### config.mk
export PLATFORM = sky130hd
export DESIGN_NAME = sd_spi_responder
export DESIGN_NICKNAME = d
export VERILOG_FILES = /design/src/rtl/sd_pkg.sv /design/src/rtl/sd_crc7.sv /design/src/rtl/sd_spi_responder.sv
export SDC_FILE = /design/constraint.sdc
export NUM_CORES = 1
export LEC_CHECK = 0
export ABC_AREA = 1
export ABC_CLOCK_PERIOD_IN_PS = 6500
export BUFFER_PORTS_ARGS = -buffer_cell sky130_fd_sc_hd__clkbuf_2
export CAP_MARGIN = 10
export CELL_PAD_IN_SITES_DETAIL_PLACEMENT = 0
export CELL_PAD_IN_SITES_GLOBAL_PLACEMENT = 1
export CORE_ASPECT_RATIO = 1.5
export CORE_MARGIN = 2
export CORE_UTILIZATION = 30
export DETAILED_ROUTE_END_ITERATION = 16
export PLACE_DENSITY = 0.58
export RECOVER_POWER = 100
export SETUP_SLACK_MARGIN = 0.3
export SLEW_MARGIN = 15
export SYNTH_ARGS = -nofsm -noshare
export SYNTH_HDL_FRONTEND = slang
export SYNTH_SLANG_ARGS = --single-unit
### constraint.sdc
create_clock -name clock -period 6.5 [get_ports clock]
set_clock_uncertainty 0.2 [all_clocks]
set_input_delay 0.975 -clock clock [delete_from_list [all_inputs] [get_ports clock]]
set_output_delay 0.975 -clock clock [all_outputs]
set_load 0.005 [all_outputs]
### src/rtl/sd_pkg.sv
// ============================================================================
// sd_pkg : shared command indices, tokens, R1 bit positions and FSM states
// Revision: 1.0
// ============================================================================
`default_nettype none

package sd_pkg;

  localparam logic [5:0] CMD_GO_IDLE      = 6'd0;
  localparam logic [5:0] CMD_SEND_IF_COND = 6'd8;
  localparam logic [5:0] CMD_READ_SINGLE  = 6'd17;
  localparam logic [5:0] ACMD_SEND_OP     = 6'd41;
  localparam logic [5:0] CMD_APP_CMD      = 6'd55;

  localparam logic [7:0] TOKEN_START      = 8'hFE;
  localparam logic [7:0] TOKEN_ERR_RANGE  = 8'h08;

  localparam int R1_IDLE    = 0;
  localparam int R1_ILLEGAL = 2;
  localparam int R1_CRC_ERR = 3;
  localparam int R1_PARAM   = 6;

  typedef enum logic [2:0] {
    RxCmd     = 3'd0,
    Ncr       = 3'd1,
    SendResp  = 3'd2,
    WaitData  = 3'd3,
    SendToken = 3'd4,
    SendData  = 3'd5,
    SendCrc   = 3'd6
  } sd_state_e;

  function automatic logic [7:0] r1_build(input logic idle, input logic illegal,
                                          input logic crc_err, input logic param_err);
    logic [7:0] r;
    r             = 8'h00;
    r[R1_IDLE]    = idle;
    r[R1_ILLEGAL] = illegal;
    r[R1_CRC_ERR] = crc_err;
    r[R1_PARAM]   = param_err;
    return r;
  endfunction

endpackage

`default_nettype wire

### src/rtl/sd_crc7.sv
// ============================================================================
// sd_crc7 : CRC7 (x^7+x^3+1) over a 40-bit command head, bit-serial LFSR form
// Exists only when SD_RESPONDER_CRC_CHECK_EN is defined.  Revision: 1.0
// ============================================================================
`default_nettype none

`ifdef SD_RESPONDER_CRC_CHECK_EN
module sd_crc7 (
  input  logic [39:0] data,
  output logic [6:0]  crc
);

  logic fb;

  always_comb begin
    crc = 7'h00;
    fb  = 1'b0;
    for (int i = 39; i >= 0; i--) begin
      fb  = data[i] ^ crc[6];
      crc = {crc[5:0], 1'b0} ^ (fb ? 7'h09 : 7'h00);
    end
  end

endmodule
`endif

`default_nettype wire

### src/rtl/sd_spi_responder.sv
// ============================================================================
// sd_spi_responder : SPI-mode SD card responder (init sequence + CMD17 reads)
// Option: SD_RESPONDER_CRC_CHECK_EN enables command CRC7 checking.  Revision: 1.0
// ============================================================================
`default_nettype none

module sd_spi_responder
  import sd_pkg::*;
#(
  parameter int NUM_BLOCKS        = 1024,
  parameter int ACMD41_BUSY_POLLS = 2,
  parameter int MEM_ADDR_W        = 19
) (
  input  logic                  clock,
  input  logic                  reset,
  input  logic                  cs,
  input  logic                  mosi,
  output logic                  miso,
  output logic                  mem_rd_en,
  output logic [MEM_ADDR_W-1:0] mem_addr,
  input  logic [7:0]            mem_rd_data,
  output logic                  initialized
);

  localparam int              BLK_W      = MEM_ADDR_W - 9;
  localparam int              POLL_W     = $clog2(ACMD41_BUSY_POLLS + 2);
  localparam logic [31:0]     BLOCKS_W   = 32'(NUM_BLOCKS);
  localparam logic [POLL_W-1:0] BUSY_POLLS = POLL_W'(ACMD41_BUSY_POLLS);

  sd_state_e         state, state_next;
  logic [47:0]       shifter, sh_next;
  logic              frame, crc_bad, take_cmd;
  logic [5:0]        cmd_idx;
  logic [31:0]       cmd_arg;
  logic [5:0]        cnt;
  logic [8:0]        byte_cnt, rd_idx;
  logic [39:0]       resp_sr;
  logic              resp_long, rd_ok, rd_err, app_flag;
  logic [POLL_W-1:0] polls;
  logic [BLK_W-1:0]  blk;
  logic [7:0]        data_sr, token;
  logic              rd_next, load_data;

  logic [39:0]       dec_resp;
  logic              dec_long, dec_ok, dec_err, dec_app, dec_init;
  logic [POLL_W-1:0] dec_polls;

  assign sh_next  = {shifter[46:0], mosi};
  assign frame    = (sh_next[47:46] == 2'b01) && sh_next[0];
  assign cmd_idx  = sh_next[45:40];
  assign cmd_arg  = sh_next[39:8];
  assign take_cmd = (state == RxCmd) && !cs && frame;

`ifdef SD_RESPONDER_CRC_CHECK_EN
  logic [6:0] crc_calc;
  sd_crc7 u_crc7 (.data(sh_next[47:8]), .crc(crc_calc));
  assign crc_bad = (crc_calc != sh_next[7:1]);
`else
  assign crc_bad = 1'b0;
`endif

  // Response and flag updates for the frame completing this cycle.
  always_comb begin
    dec_resp  = {r1_build(~initialized, 1'b1, 1'b0, 1'b0), 32'hFFFF_FFFF};
    dec_long  = 1'b0;
    dec_ok    = 1'b0;
    dec_err   = 1'b0;
    dec_app   = 1'b0;
    dec_init  = initialized;
    dec_polls = polls;
    if (crc_bad) begin
      dec_resp[39:32] = r1_build(~initialized, 1'b0, 1'b1, 1'b0);
      dec_app         = app_flag;
    end else begin
      case (cmd_idx)
        CMD_GO_IDLE: begin
          dec_resp[39:32] = r1_build(1'b1, 1'b0, 1'b0, 1'b0);
          dec_init        = 1'b0;
          dec_polls       = '0;
        end
        CMD_SEND_IF_COND: begin
          dec_resp = {r1_build(~initialized, 1'b0, 1'b0, 1'b0), 8'h00, 8'h00,
                      4'h0, cmd_arg[11:8], cmd_arg[7:0]};
          dec_long = 1'b1;
        end
        CMD_APP_CMD: begin
          dec_resp[39:32] = r1_build(~initialized, 1'b0, 1'b0, 1'b0);
          dec_app         = 1'b1;
        end
        ACMD_SEND_OP: begin
          if (app_flag) begin
            if (polls < BUSY_POLLS) begin
              dec_resp[39:32] = r1_build(1'b1, 1'b0, 1'b0, 1'b0);
              dec_polls       = polls + POLL_W'(1);
            end else begin
              dec_resp[39:32] = 8'h00;
              dec_init        = 1'b1;
            end
          end
        end
        CMD_READ_SINGLE: begin
          if (cmd_arg >= BLOCKS_W) begin
            dec_resp[39:32] = r1_build(1'b0, 1'b0, 1'b0, 1'b1);
            dec_err         = 1'b1;
          end else if (initialized) begin
            dec_resp[39:32] = 8'h00;
            dec_ok          = 1'b1;
          end
        end
        default: ;
      endcase
    end
  end

  always_ff @(posedge clock or posedge reset) begin
    if (reset) begin
      state <= RxCmd;
    end else begin
      state <= state_next;
    end
  end

  always_comb begin
    state_next = state;
    case (state)
      RxCmd:     if (take_cmd) state_next = Ncr;
      Ncr:       if (cnt == 6'd7) state_next = SendResp;
      SendResp:  if (cnt == (resp_long ? 6'd39 : 6'd7))
                   state_next = (rd_ok || rd_err) ? WaitData : RxCmd;
      WaitData:  if (cnt == 6'd7) state_next = SendToken;
      SendToken: if (cnt == 6'd7) state_next = rd_ok ? SendData : RxCmd;
      SendData:  if (cnt[2:0] == 3'd7 && byte_cnt == 9'd511) state_next = SendCrc;
      SendCrc:   if (cnt == 6'd15) state_next = RxCmd;
      default:   state_next = RxCmd;
    endcase
    if (cs) state_next = RxCmd;
  end

  // Each byte's read is issued on bit 5 so the registered memory data lands before bit 0.
  always_comb begin
    token     = rd_ok ? TOKEN_START : TOKEN_ERR_RANGE;
    miso      = 1'b1;
    case (state)
      SendResp:  miso = resp_sr[39];
      SendToken: miso = token[3'd7 - cnt[2:0]];
      SendData:  miso = data_sr[3'd7 - cnt[2:0]];
      default:   miso = 1'b1;
    endcase
    if (cs) miso = 1'b1;
    rd_next   = !cs && (((state == SendToken) && rd_ok && (cnt == 6'd5)) ||
                        ((state == SendData) && (cnt[2:0] == 3'd5) && (byte_cnt != 9'd511)));
    load_data = ((state == SendToken) && (cnt == 6'd7)) ||
                ((state == SendData) && (cnt[2:0] == 3'd7));
    rd_idx    = (state == SendToken) ? 9'd0 : byte_cnt + 9'd1;
  end

  always_ff @(posedge clock or posedge reset) begin
    if (reset) begin
      shifter     <= '0;
      cnt         <= '0;
      byte_cnt    <= '0;
      resp_sr     <= '1;
      resp_long   <= 1'b0;
      rd_ok       <= 1'b0;
      rd_err      <= 1'b0;
      app_flag    <= 1'b0;
      initialized <= 1'b0;
      polls       <= '0;
      blk         <= '0;
      data_sr     <= '0;
      mem_rd_en   <= 1'b0;
      mem_addr    <= '0;
    end else begin
      if (cs || take_cmd) begin
        shifter <= '0;
      end else if (state == RxCmd) begin
        shifter <= sh_next;
      end
      if (take_cmd) begin
        resp_sr     <= dec_resp;
        resp_long   <= dec_long;
        rd_ok       <= dec_ok;
        rd_err      <= dec_err;
        app_flag    <= dec_app;
        initialized <= dec_init;
        polls       <= dec_polls;
        blk         <= cmd_arg[BLK_W-1:0];
        byte_cnt    <= '0;
      end else if (state == SendResp) begin
        resp_sr <= {resp_sr[38:0], 1'b1};
      end
      if ((state_next != state) || ((state == SendData) && (cnt[2:0] == 3'd7))) begin
        cnt <= '0;
      end else begin
        cnt <= cnt + 6'd1;
      end
      if ((state == SendData) && (cnt[2:0] == 3'd7)) begin
        byte_cnt <= byte_cnt + 9'd1;
      end
      if (load_data) begin
        data_sr <= mem_rd_data;
      end
      mem_rd_en <= rd_next;
      if (rd_next) begin
        mem_addr <= {blk, rd_idx};
      end
    end
  end

endmodule

`default_nettype wire
==> summary.md, run 1 <==
| Metric | Value |
|---|---|
| Die X | 126 µm |
| XOR/XNOR Fraction of Synth Area | 0.910% |
| Hold Crit Class | reg -> reg |
| Crit Path Class | reg -> out |
| Slew headroom | -43.0% |
| Ys Warns | 0 |
| Pin count of the biggest net entering global routing | 55 |
| Syn_nets | 775 |
| Seq cells post-synth | 150 |
| CTS tree | built |
| Total CTS buffers | 17 |
| Setup TNS Final | 0 ps |
| Total grt overflow | 0 |
| Most frequent cells in the layout | 119 x o21ai_0, 117 x nand2_1, 110 x dfrtp_1 |
| Leak | 3.48 nW |
| Final Setup Violations | 0 |
| Port-buffer cells | 33 |
| FMAX | 242 MHz |
| Setup crit end kind | output port |
| R2r setup slk | 2640 ps |
| Mux contribution to synthesized area | 0.836% |
| Nets | 798 |
| Max cap viols | 2 |
| Mapped Area | 0.00674 mm² |
| Clk sinks | 150 |
| WL final | 15.2 mm |
| Clock transition at path regs | 60 ps |
| Die Footprint | 0.0237 mm² |
| Startpoint types | flop |
| Prevailing post-synth register cell | dfrtp_1 |
| Final max-slew violation count | 99 |
| Synth Area in Compound Gates | 14.8% |
| Min Hold Slack | 269 ps |
| Clk buf depth | 2 |
| Yosys top cell by area | dfrtp_1 |
| Core area | 0.0222 mm² |
| Area grow syn2layout | 13.6% |
| WHS Path Cells | 2 |
| Total GRT Usage | 13.5% |
| Vias post-DR | 5,148 |
| Postcts setup bufs | 0 |
| Vias per cell | 4.81 |
| Drt wl/cell | 14.2 µm |
| Maximum vdd ir drop | 168 µV |
| Setup ws final | 2360 ps |
| Worst-Skew Late Latency | 420 ps |
| # H-tree levels | 4 |
| RSZ-0062 raised after global routing | false |
| Root buffer cell | clkbuf_16 |
| Synth area leaders | dfrtp_1 41%, dfstp_2 16%, nand2_1 6.5% |
| Commonest non-fill, non-tap cell in the layout | o21ai_0 |
| FFs w/ async S/R, synth | 100% |
| Initial DRC Count | 270 |
| Post-synthesis cell count | 758 |
| Fraction of layout cells with a size suffix above 1 | 14.1% |
| EDFF count, synth | 0 |
| Library cells used by synthesis | 41 |
| GPL Wtd Cong | 0.805 |
| Sequential share of the synthesized area | 56.5% |
| CTS resizes | 0 |
| Final critical-path required period | 4140 ps |
| Global-route wire length before repair | 26.0 mm |
| Post-synth top area share | 40.9% |
| Worst Tran Pin Value | 2130 ps |
| WP data required | 5320 ps |
| FF-to-FF path depth | 10 |
| Violated checks | capacitance limit, slew limit |
| Number of fillers in the final layout | 2,329 |
| Crit path max fanout | 28 |
| Vias in the first global route | 5,327 |
| Residual DRC | 0 |
| Adder-cell share of the synthesized area | 0.929% |
| Antenna cells | 0 |
| Total power divided by cell area | 337 mW/mm² |
| Final hold violations | 0 |
| Post-CTS Hold Fix Bufs | 0 |
| Number of core rows | 67 |
| Final period util | 63.7% |
| WP data arrival | 2960 ps |
| Initial DRT Pass Iterations | 7 |
| Routed Antenna Nets | 0 |
| Initial Utilization | 30.3% |
| DP HPWL | 10.3 mm |
| Largest family of logic cells by synthesized area | simple AND/OR/NAND/NOR gates |
| Outcome | finished, violations left |
| Syn avg cell area | 8.89 µm² |
| Fraction of the mapped netlist area in simple logic gates | 17.5% |
| Initial antenna violation count | 0 |
| Die Ht | 188 µm |
| # IOs | 34 |
| Dpl ws | 3080 ps |
synthesized netlist by cell type (all sizes together) (5+ instances only):
| master | n |
|---|---|
| mux2 | 5 |
| o22ai | 6 |
| inv | 105 |
| buf | 28 |
| nand4 | 10 |
| nor2 | 48 |
| a22oi | 5 |
| o21ai | 125 |
| a31oi | 11 |
| clkbuf | 8 |
| nor3 | 5 |
| nand2 | 120 |
| xor2 | 5 |
| nand3 | 80 |
| dfrtp | 110 |
| a21oi | 30 |
| dfstp | 40 |
| ha | 5 |
flip-flops by register name, summed over array words and instances (netlist names), 2 cells and up:
name and flops:
resp_sr 40, state 3, cnt 6, data_sr 8, shifter 47, polls 2, mem_addr 19, blk 10
byte_cnt 9
metrics by stage:
step | total power (W) | cells | instance area, µm² | util, %
2_1_floorplan | 0.00153 | 758 | 6740 | -
3_3_place_gp | 0.00164 | 1038 | 7120 | 32.1
3_5_place_dp | 0.00166 | 1038 | 7120 | 32.1
4_1_cts | 0.00263 | 1070 | 7700 | 34.6
5_1_grt | 0.00274 | 1070 | 7650 | 34.5
6_report | 0.00258 | 1070 | 7650 | 34.5
layout make-up:
class | count | area (µm²) | share of cell area, %
Sequential cell | 150 | 3800 | 49.7
Multi-Input combinational cell | 467 | 2340 | 30.6
Clock buffer | 21 | 450 | 5.88
Inverter | 105 | 395 | 5.17
Tap cell | 276 | 345 | 4.51
Timing Repair Buffer | 40 | 194 | 2.53
Clock inverter | 11 | 124 | 1.62
worst max-delay path: stages (launching register included):
cell and delay [ps]:
dfrtp_1 430, inv_2 150, nand2_1 80, nor2_2 210
clkbuf_1 930, inv_1 300, a31oi_1 210, nand3_1 100
clkbuf_2 130
routing by layer:
metal	vias to the layer above	GRT usage, %	wire length, µm	share of wire [%]
met2	70	23.8	7870	52
met3	19	3.00	384	2.5
met4	0	5.37	322	2.1
met1	2511	15.7	6590	43
li1	2548	-	-	-
met5	-	0	0	0
power by group:
part,internal [W],total (W),switching [W]
Clock,0.000577,0.000963,0.000386
Combinational,0.000130,0.000403,0.000273
Sequential,0.00113,0.00121,0.0000861
Total,0.00184,0.00258,0.000745
path summary, 6_finish.rpt:
| check | startpoint | endpoint |
|---|---|---|
| worst min register to register | resp_sr[11]$_DFFE_PP1P_ | resp_sr[11]$_DFFE_PP1P_ |
| worst max-delay path | state[0]$_DFF_PP0_ | miso |
| max in group asynchronous | reset | cnt[3]$_DFF_PP0_ |
| worst min-delay path | resp_sr[11]$_DFFE_PP1P_ | resp_sr[11]$_DFFE_PP1P_ |
| min in group asynchronous | reset | mem_addr[13]$_DFFE_PP0P_ |
| worst max register to register | state[0]$_DFF_PP0_ | shifter[20]$_DFFE_PP0P_ |
cell families after synthesis:
group / count (synthesis)
compound gates: 186
flops: 150
simple gates: 264
xor+xnor: 7
buf+inv: 141
fa+ha+maj: 5
mux: 5
No activity file was read; power rests on OpenSTA's default activity.
==> inputs of run 2 (changes only) <==
Settings changed: ABC_CLOCK_PERIOD_IN_PS 6500 to 4300.
Clock period 6.5 ns to 4.3 ns, I/O delays scaled along.
==> run 2 against run 1 <==
Net effect: register-to-register slack worse by 1700 ps; hold slack worse by 34 ps; clock-buffer cell count is 2 lower; global-route usage hardly changed; critical path type is now reg -> reg; sequential power is 51% higher; first-iteration DRC count is 2.2% lower; clock power is 84% higher; critical endpoint is now resp_sr[1]$_DFFE_PP1P_; combinational power is 50% higher; the run still ends with capacitance limit, slew limit left; design area is 1.6% higher; largest power group unchanged; non-clock buffer count stayed put; sequential share of layout area is 0.78 points lower.
==> summary.md, run 2 (same netlist as run 1, synthesis figures left out) <==
| Metric | Value |
|---|---|
| Largest regs | shifter: 47 flops, resp_sr: 40 flops, mem_addr: 19 flops (unchanged) |
| Port-buffer cells | 33 (unchanged) |
| Drt wl/cell | 14.1 µm (was 14.2 µm) |
| Clk buf depth | 2 (unchanged) |
| Die X | 126 µm (unchanged) |
| Number of core rows | 67 (unchanged) |
| GPL Wtd Cong | 0.796 (was 0.805) |
| Final period util | 78.7% |
| Non-filler cells, final | 1,070 (unchanged) |
| Initial antenna violation count | 0 (unchanged) |
| Crit Path Class | reg -> reg (was reg -> out) |
| Final hold violations | 0 (unchanged) |
| Final Setup Violations | 0 (unchanged) |
| WHS Path Cells | 3 (was 2) |
| Leak | 3.54 nW (was 3.48 nW) |
| Root buffer cell | clkbuf_16 (unchanged) |
| WL final | 15.1 mm (was 15.2 mm) |
| Core area | 0.0222 mm² (unchanged) |
| Slew headroom | -37.6% (was -43.0%) |
| R2r setup slk | 920 ps (was 2640 ps) |
| Total CTS buffers | 17 (unchanged) |
| Post-Place Cells | 1,038 (unchanged) |
| # H-tree levels | 4 (unchanged) |
| CTS resizes | 0 (unchanged) |
| Pin count of the biggest net entering global routing | 151 (was 55) |
| Nets | 798 (unchanged) |
| Violated checks | capacitance limit, slew limit (unchanged) |
| Global-route wire length before repair | 26.0 mm (about the same) |
| Total Power | 0.00420 W (was 0.00258 W) |
| FF-to-FF path depth | 11 (was 10) |
| WP data required | 4440 ps (was 5320 ps) |
| Total power divided by cell area | 540 mW/mm² (was 337 mW/mm²) |
| Initial Utilization | 30.3% (unchanged) |
| Vias per cell | 4.85 (was 4.81) |
| Area grow syn2layout | 15.4% (was 13.6%) |
| Initial DRT Pass Iterations | 6 (was 7) |
| Postcts setup bufs | 0 (unchanged) |
| Placed cell areas | 0.00713 mm² (was 0.00712 mm²) |
| Startpoint types | flop (unchanged) |
| Hold Crit Class | in -> reg (was reg -> reg) |
| Vias post-DR | 5,194 (was 5,148) |
| Die Ht | 188 µm (unchanged) |
| Maximum vdd ir drop | 348 µV (was 168 µV) |
| Worst Tran Pin Value | 2060 ps (was 2130 ps) |
| Routed Antenna Nets | 0 (unchanged) |
| Setup TNS Final | 0 ps (unchanged) |
| CTS tree | built (unchanged) |
| Most frequent cells in the layout | 119 x nand2_1, 118 x o21ai_0, 110 x dfrtp_1 (was 119 x o21ai_0, 117 x nand2_1, 110 x dfrtp_1) |
| Register name with the most flops | shifter (unchanged) |
| Initial DRC Count | 264 (was 270) |
| Total grt overflow | 0 (unchanged) |
| Fraction of layout cells with a size suffix above 1 | 14.2% (was 14.1%) |
| WP data arrival | 3530 ps (was 2960 ps) |
| Vias in the first global route | 5,285 (was 5,327) |
| Sw Pwr | 0.00113 W (was 0.000745 W) |
| Commonest non-fill, non-tap cell in the layout | nand2_1 (was o21ai_0) |
| Final max-slew violation count | 151 (was 99) |
| RSZ-0062 raised after global routing | false (unchanged) |
| Worst-Skew Late Latency | 420 ps (about the same) |
| Setup ws final | 918 ps (was 2360 ps) |
| Sw Ratio | 26.8% (was 28.9%) |
| Residual DRC | 0 (unchanged) |
| # IOs | 34 (unchanged) |
| Dpl ws | 1460 ps (was 3080 ps) |
| Final critical-path required period | 3380 ps |
| Seq pwr share | 43.5% (was 47.1%) |
| Clk pwr share | 42.1% (was 37.3%) |
| Clk sinks | 150 (unchanged) |
| Die Footprint | 0.0237 mm² (unchanged) |
| Largest register FFs | 47 (unchanged) |
| Clock transition at path regs | 60 ps (about the same) |
| DP HPWL | 9.88 mm (was 10.3 mm) |
| Total GRT Usage | 13.5% (about the same) |
| FMAX | 296 MHz |
| Combinational share of power | 14.4% (was 15.6%) |
| Outcome | finished, violations left (unchanged) |
| Setup crit end kind | flop (was output port) |
| Max cap viols | 1 (was 2) |
| Int Pwr | 0.00308 W (was 0.00184 W) |
| Final instance area | 0.00778 mm² (was 0.00765 mm²) |
| Post-CTS Hold Fix Bufs | 0 (unchanged) |
| Antenna cells | 0 (unchanged) |
| Crit path max fanout | 32 (was 28) |
run 2: worst max-delay path, stage by stage (launching register included):
cell      delay, ps
dfrtp_1         400
inv_1           140
nand2_1         250
nor2_1           90
nand2_1         200
nor2_8          120
nor2_2           90
clkbuf_1       1010
inv_2           340
o21ai_1         200
inv_2           100
a31oi_1         150
run 2: area by class of cell:
type	instances	area, µm²
Fill cell	2248	14400
Sequential cell	150	3800
Multi-Input combinational cell	467	2330
Clock buffer	19	453
Inverter	105	398
Tap cell	276	345
Clock inverter	13	250
Timing Repair Buffer	40	194
run 2: per-stage QoR:
stage          utilization [%]  hold WS [ps]
3_5_place_dp              32.1           262
6_report                  35.0           234
2_1_floorplan                -           248
3_3_place_gp              32.1           266
4_1_cts                   35.3           217
5_1_grt                   35.0           227
run 2: power groups by stage:
stage                     clock, W  sequential (W)  combinational [W]
final                      0.00177         0.00183           0.000604
after global routing       0.00187         0.00186           0.000703
after CTS                  0.00181         0.00183           0.000640
after detailed placement         0         0.00185           0.000637
after global placement           0         0.00185           0.000626
after floorplan                  0         0.00182           0.000494
run 2: layer usage:
metal / track usage, % / routed length (µm)
met1: 16.0 / 6580
met2: 23.3 / 7780
met3: 3.02 / 416
met4: 5.54 / 300
met5: 0 / 0
run 2: path summary, 6_finish.rpt:
kind | start | to
min in group asynchronous | reset | shifter[27]$_DFFE_PP0P_
worst min-delay path | mem_rd_data[2] | data_sr[2]$_DFFE_PP0P_
worst max register to register | state[0]$_DFF_PP0_ | resp_sr[1]$_DFFE_PP1P_
worst max-delay path | state[0]$_DFF_PP0_ | resp_sr[1]$_DFFE_PP1P_
worst min register to register | resp_sr[11]$_DFFE_PP1P_ | resp_sr[11]$_DFFE_PP1P_
max in group asynchronous | reset | app_flag$_DFFE_PP0N_
==> inputs of run 3 (changes only) <==
Settings changed: ABC_CLOCK_PERIOD_IN_PS 4300 to 3300.
Clock period 4.3 ns to 3.3 ns, I/O delays scaled along.
==> run 3 against run 2 <==
Net effect: the flow still finishes with violations (capacitance limit, slew limit); design area is 0.82% lower; sequential power up 30%; worst setup slack lost 480 ps; clock-buffer cell count down 2; largest cell class unchanged.
==> summary.md, run 3 (same netlist as run 1, synthesis figures left out) <==
| Metric | Value |
|---|---|
| Outcome | finished, violations left (unchanged) |
| Violated checks | capacitance limit, slew limit (unchanged) |
| Slowest stage cell, crit path | clkbuf_1 (unchanged) |
| Clk buf depth | 2 (unchanged) |
| Sw Ratio | 29.4% (was 26.8%) |
| Fraction of layout cells with a size suffix above 1 | 14.9% (was 14.2%) |
| Seq pwr share | 45.6% (was 43.5%) |
| Cell Chain, Critical Path | inv_1 -> nand2_1 -> nor2_1 -> nand2_2 -> nor2_8 -> clkbuf_1 -> nand2_1 -> a31oi_1 (was inv_1 -> nand2_1 -> nor2_1 -> nand2_1 -> nor2_8 -> nor2_2 -> clkbuf_1 -> inv_2 -> o21ai_1 -> inv_2 -> a31oi_1) |
| Root buffer cell | clkbuf_16 (unchanged) |
| Min Hold Slack | 77.1 ps (was 234 ps) |
| Leak | 3.50 nW (was 3.54 nW) |
| RSZ-0062 raised after global routing | false (unchanged) |
| CTS resizes | 0 (unchanged) |
| Startpoint types | flop (unchanged) |
| Worst-Skew Late Latency | 430 ps (was 420 ps) |
| Number of core rows | 67 (unchanged) |
| Combinational share of power | 15.2% (was 14.4%) |
| Core area | 0.0222 mm² (unchanged) |
| Die X | 126 µm (unchanged) |
| Dpl ws | 735 ps (was 1460 ps) |
| Initial DRT Pass Iterations | 5 (was 6) |
| Final critical-path required period | 2860 ps (was 3380 ps) |
| Register name with the most flops | shifter (unchanged) |
| Routed Antenna Nets | 0 (unchanged) |
| Nets | 801 (was 798) |
| Hold Crit Class | in -> reg (unchanged) |
| Largest register FFs | 47 (unchanged) |
| CTS tree | built (unchanged) |
| Clk sinks | 150 (unchanged) |
| Total CTS buffers | 17 (unchanged) |
| FMAX | 349 MHz (was 296 MHz) |
| Final period util | 86.8% (was 78.7%) |
| FF+latch area | 0.00380 mm² (unchanged) |
| Setup TNS Final | 0 ps (unchanged) |
| Crit Path Class | reg -> reg (unchanged) |
| Residual DRC | 0 (unchanged) |
| Clk pwr share | 39.2% (was 42.1%) |
| Initial Utilization | 30.3% (unchanged) |
| Maximum vdd ir drop | 336 µV (was 348 µV) |
| WP data arrival | 3020 ps (was 3530 ps) |
| Post-Place Cells | 1,041 (was 1,038) |
| WP buf/inv | 2 (was 4) |
| Vias post-DR | 5,184 (was 5,194) |
| Total GRT Usage | 13.7% (was 13.5%) |
| Slowest Stage Delay on Critical Path | 770 ps (was 1010 ps) |
| Slew headroom | -53.1% (was -37.6%) |
| Setup ws final | 436 ps (was 918 ps) |
| Drt wl/cell | 14.2 µm (was 14.1 µm) |
| Pin count of the biggest net entering global routing | 101 (was 151) |
| # H-tree levels | 4 (unchanged) |
| Sw Pwr | 0.00154 W (was 0.00113 W) |
| GPL Wtd Cong | 0.788 (was 0.796) |
| Die Footprint | 0.0237 mm² (unchanged) |
| Setup crit end kind | flop (unchanged) |
| Most frequent cells in the layout | 118 x nand2_1, 118 x o21ai_0, 110 x dfrtp_1 (was 119 x nand2_1, 118 x o21ai_0, 110 x dfrtp_1) |
| Total grt overflow | 0 (unchanged) |
| # IOs | 34 (unchanged) |
| DP HPWL | 10.3 mm (was 9.88 mm) |
| Worst path most repeated cell | nand2_1 |
| Largest regs | shifter: 47 flops, resp_sr: 40 flops, mem_addr: 19 flops (unchanged) |
| Total power divided by cell area | 678 mW/mm² (was 540 mW/mm²) |
| Int Pwr | 0.00369 W (was 0.00308 W) |
| Area grow syn2layout | 14.5% (was 15.4%) |
| Antenna cells | 0 (unchanged) |
| Clock transition at path regs | 70 ps (was 60 ps) |
| Postcts setup bufs | 0 (unchanged) |
| Global-route wire length before repair | 26.2 mm (was 26.0 mm) |
| Max cap viols | 1 (unchanged) |
| WL final | 15.2 mm (was 15.1 mm) |
| WP data required | 3460 ps (was 4440 ps) |
| Final hold violations | 0 (unchanged) |
| Initial antenna violation count | 0 (unchanged) |
| Crit path max fanout | 24 (was 32) |
| Port-buffer cells | 33 (unchanged) |
| Area of the multi-input gates | 0.00234 mm² (was 0.00233 mm²) |
| Number of fillers in the final layout | 2,260 (was 2,248) |
| Final Setup Violations | 0 (unchanged) |
| Final max-slew violation count | 101 (was 151) |
| Vias in the first global route | 5,226 (was 5,285) |
| Die Ht | 188 µm (unchanged) |
| Initial DRC Count | 277 (was 264) |
| Post-CTS Hold Fix Bufs | 0 (unchanged) |
| Worst Tran Pin Value | 2300 ps (was 2060 ps) |
| CP delay by family, top | simple AND/OR/NAND/NOR gates (was buffers and inverters) |
| Vias per cell | 4.83 (was 4.85) |
| Non-filler cells, final | 1,073 (was 1,070) |
-- run 3: cell count changes in the layout (fill, tap and decap cells not counted), sizes merged --
| cell | before | now |
|---|---|---|
| buf | 5 | 6 |
| bufinv | 7 | 3 |
| clkinv | 5 | 0 |
| clkinvlp | 2 | 6 |
| inv | 104 | 111 |
-- run 3: layout make-up --
class                   count  area share (%)
flip-flops and latches    150            49.3
clock buffers              17            5.52
inverters                 105            5.13
well taps                 276            4.48
clock inverters            15            2.51
repair buffers             43            2.76
multi-input cells         467            30.3
-- run 3: per-stage QoR --
step	power [W]	cell area, µm²	utilization [%]
floorplan	0.00301	6740	-
global placement	0.00323	7160	32.2
detailed placement	0.00325	7160	32.2
CTS	0.00533	7770	35.0
global route	0.00555	7710	34.7
finish	0.00523	7710	34.7
-- run 3: worst paths after layout --
| kind | slack, ps | startpoint | end | depth (start not counted) |
|---|---|---|---|---|
| max reg2reg | 440 | state[0]$_DFF_PP0_ | resp_sr[6]$_DFFE_PP1P_ | 8 |
| min in group asynchronous | 300 | reset | shifter[5]$_DFFE_PP0P_ | 3 |
| min reg2reg | 270 | resp_sr[11]$_DFFE_PP1P_ | resp_sr[11]$_DFFE_PP1P_ | 2 |
| max in group asynchronous | 810 | reset | mem_addr[0]$_DFFE_PP0P_ | 3 |
| min | 80 | mem_rd_data[6] | data_sr[6]$_DFFE_PP0P_ | 3 |
| max | 440 | state[0]$_DFF_PP0_ | resp_sr[6]$_DFFE_PP1P_ | 8 |
-- run 3: layer usage --
layer / GRT usage [%] / vias up / share of wire, %
li1: - / 2558 / -
met1: 16.5 / 2522 / 43
met2: 23.4 / 86 / 52
met3: 3.00 / 18 / 2.8
met4: 5.96 / 0 / 2.1
met5: 0 / - / 0
-- run 3: worst min-delay path, stage by stage --
cell	delay [ps]
clkbuf_2	80
nand2_1	40
o21ai_0	60
-- run 3: power by group through the flow --
stage	Combinational (W)	Clock, W	Sequential (W)
after floorplan	0.000644	0	0.00237
after global placement	0.000825	0	0.00241
after detailed placement	0.000840	0	0.00241
after CTS	0.000842	0.00211	0.00238
after global routing	0.000940	0.00219	0.00242
final	0.000796	0.00205	0.00238
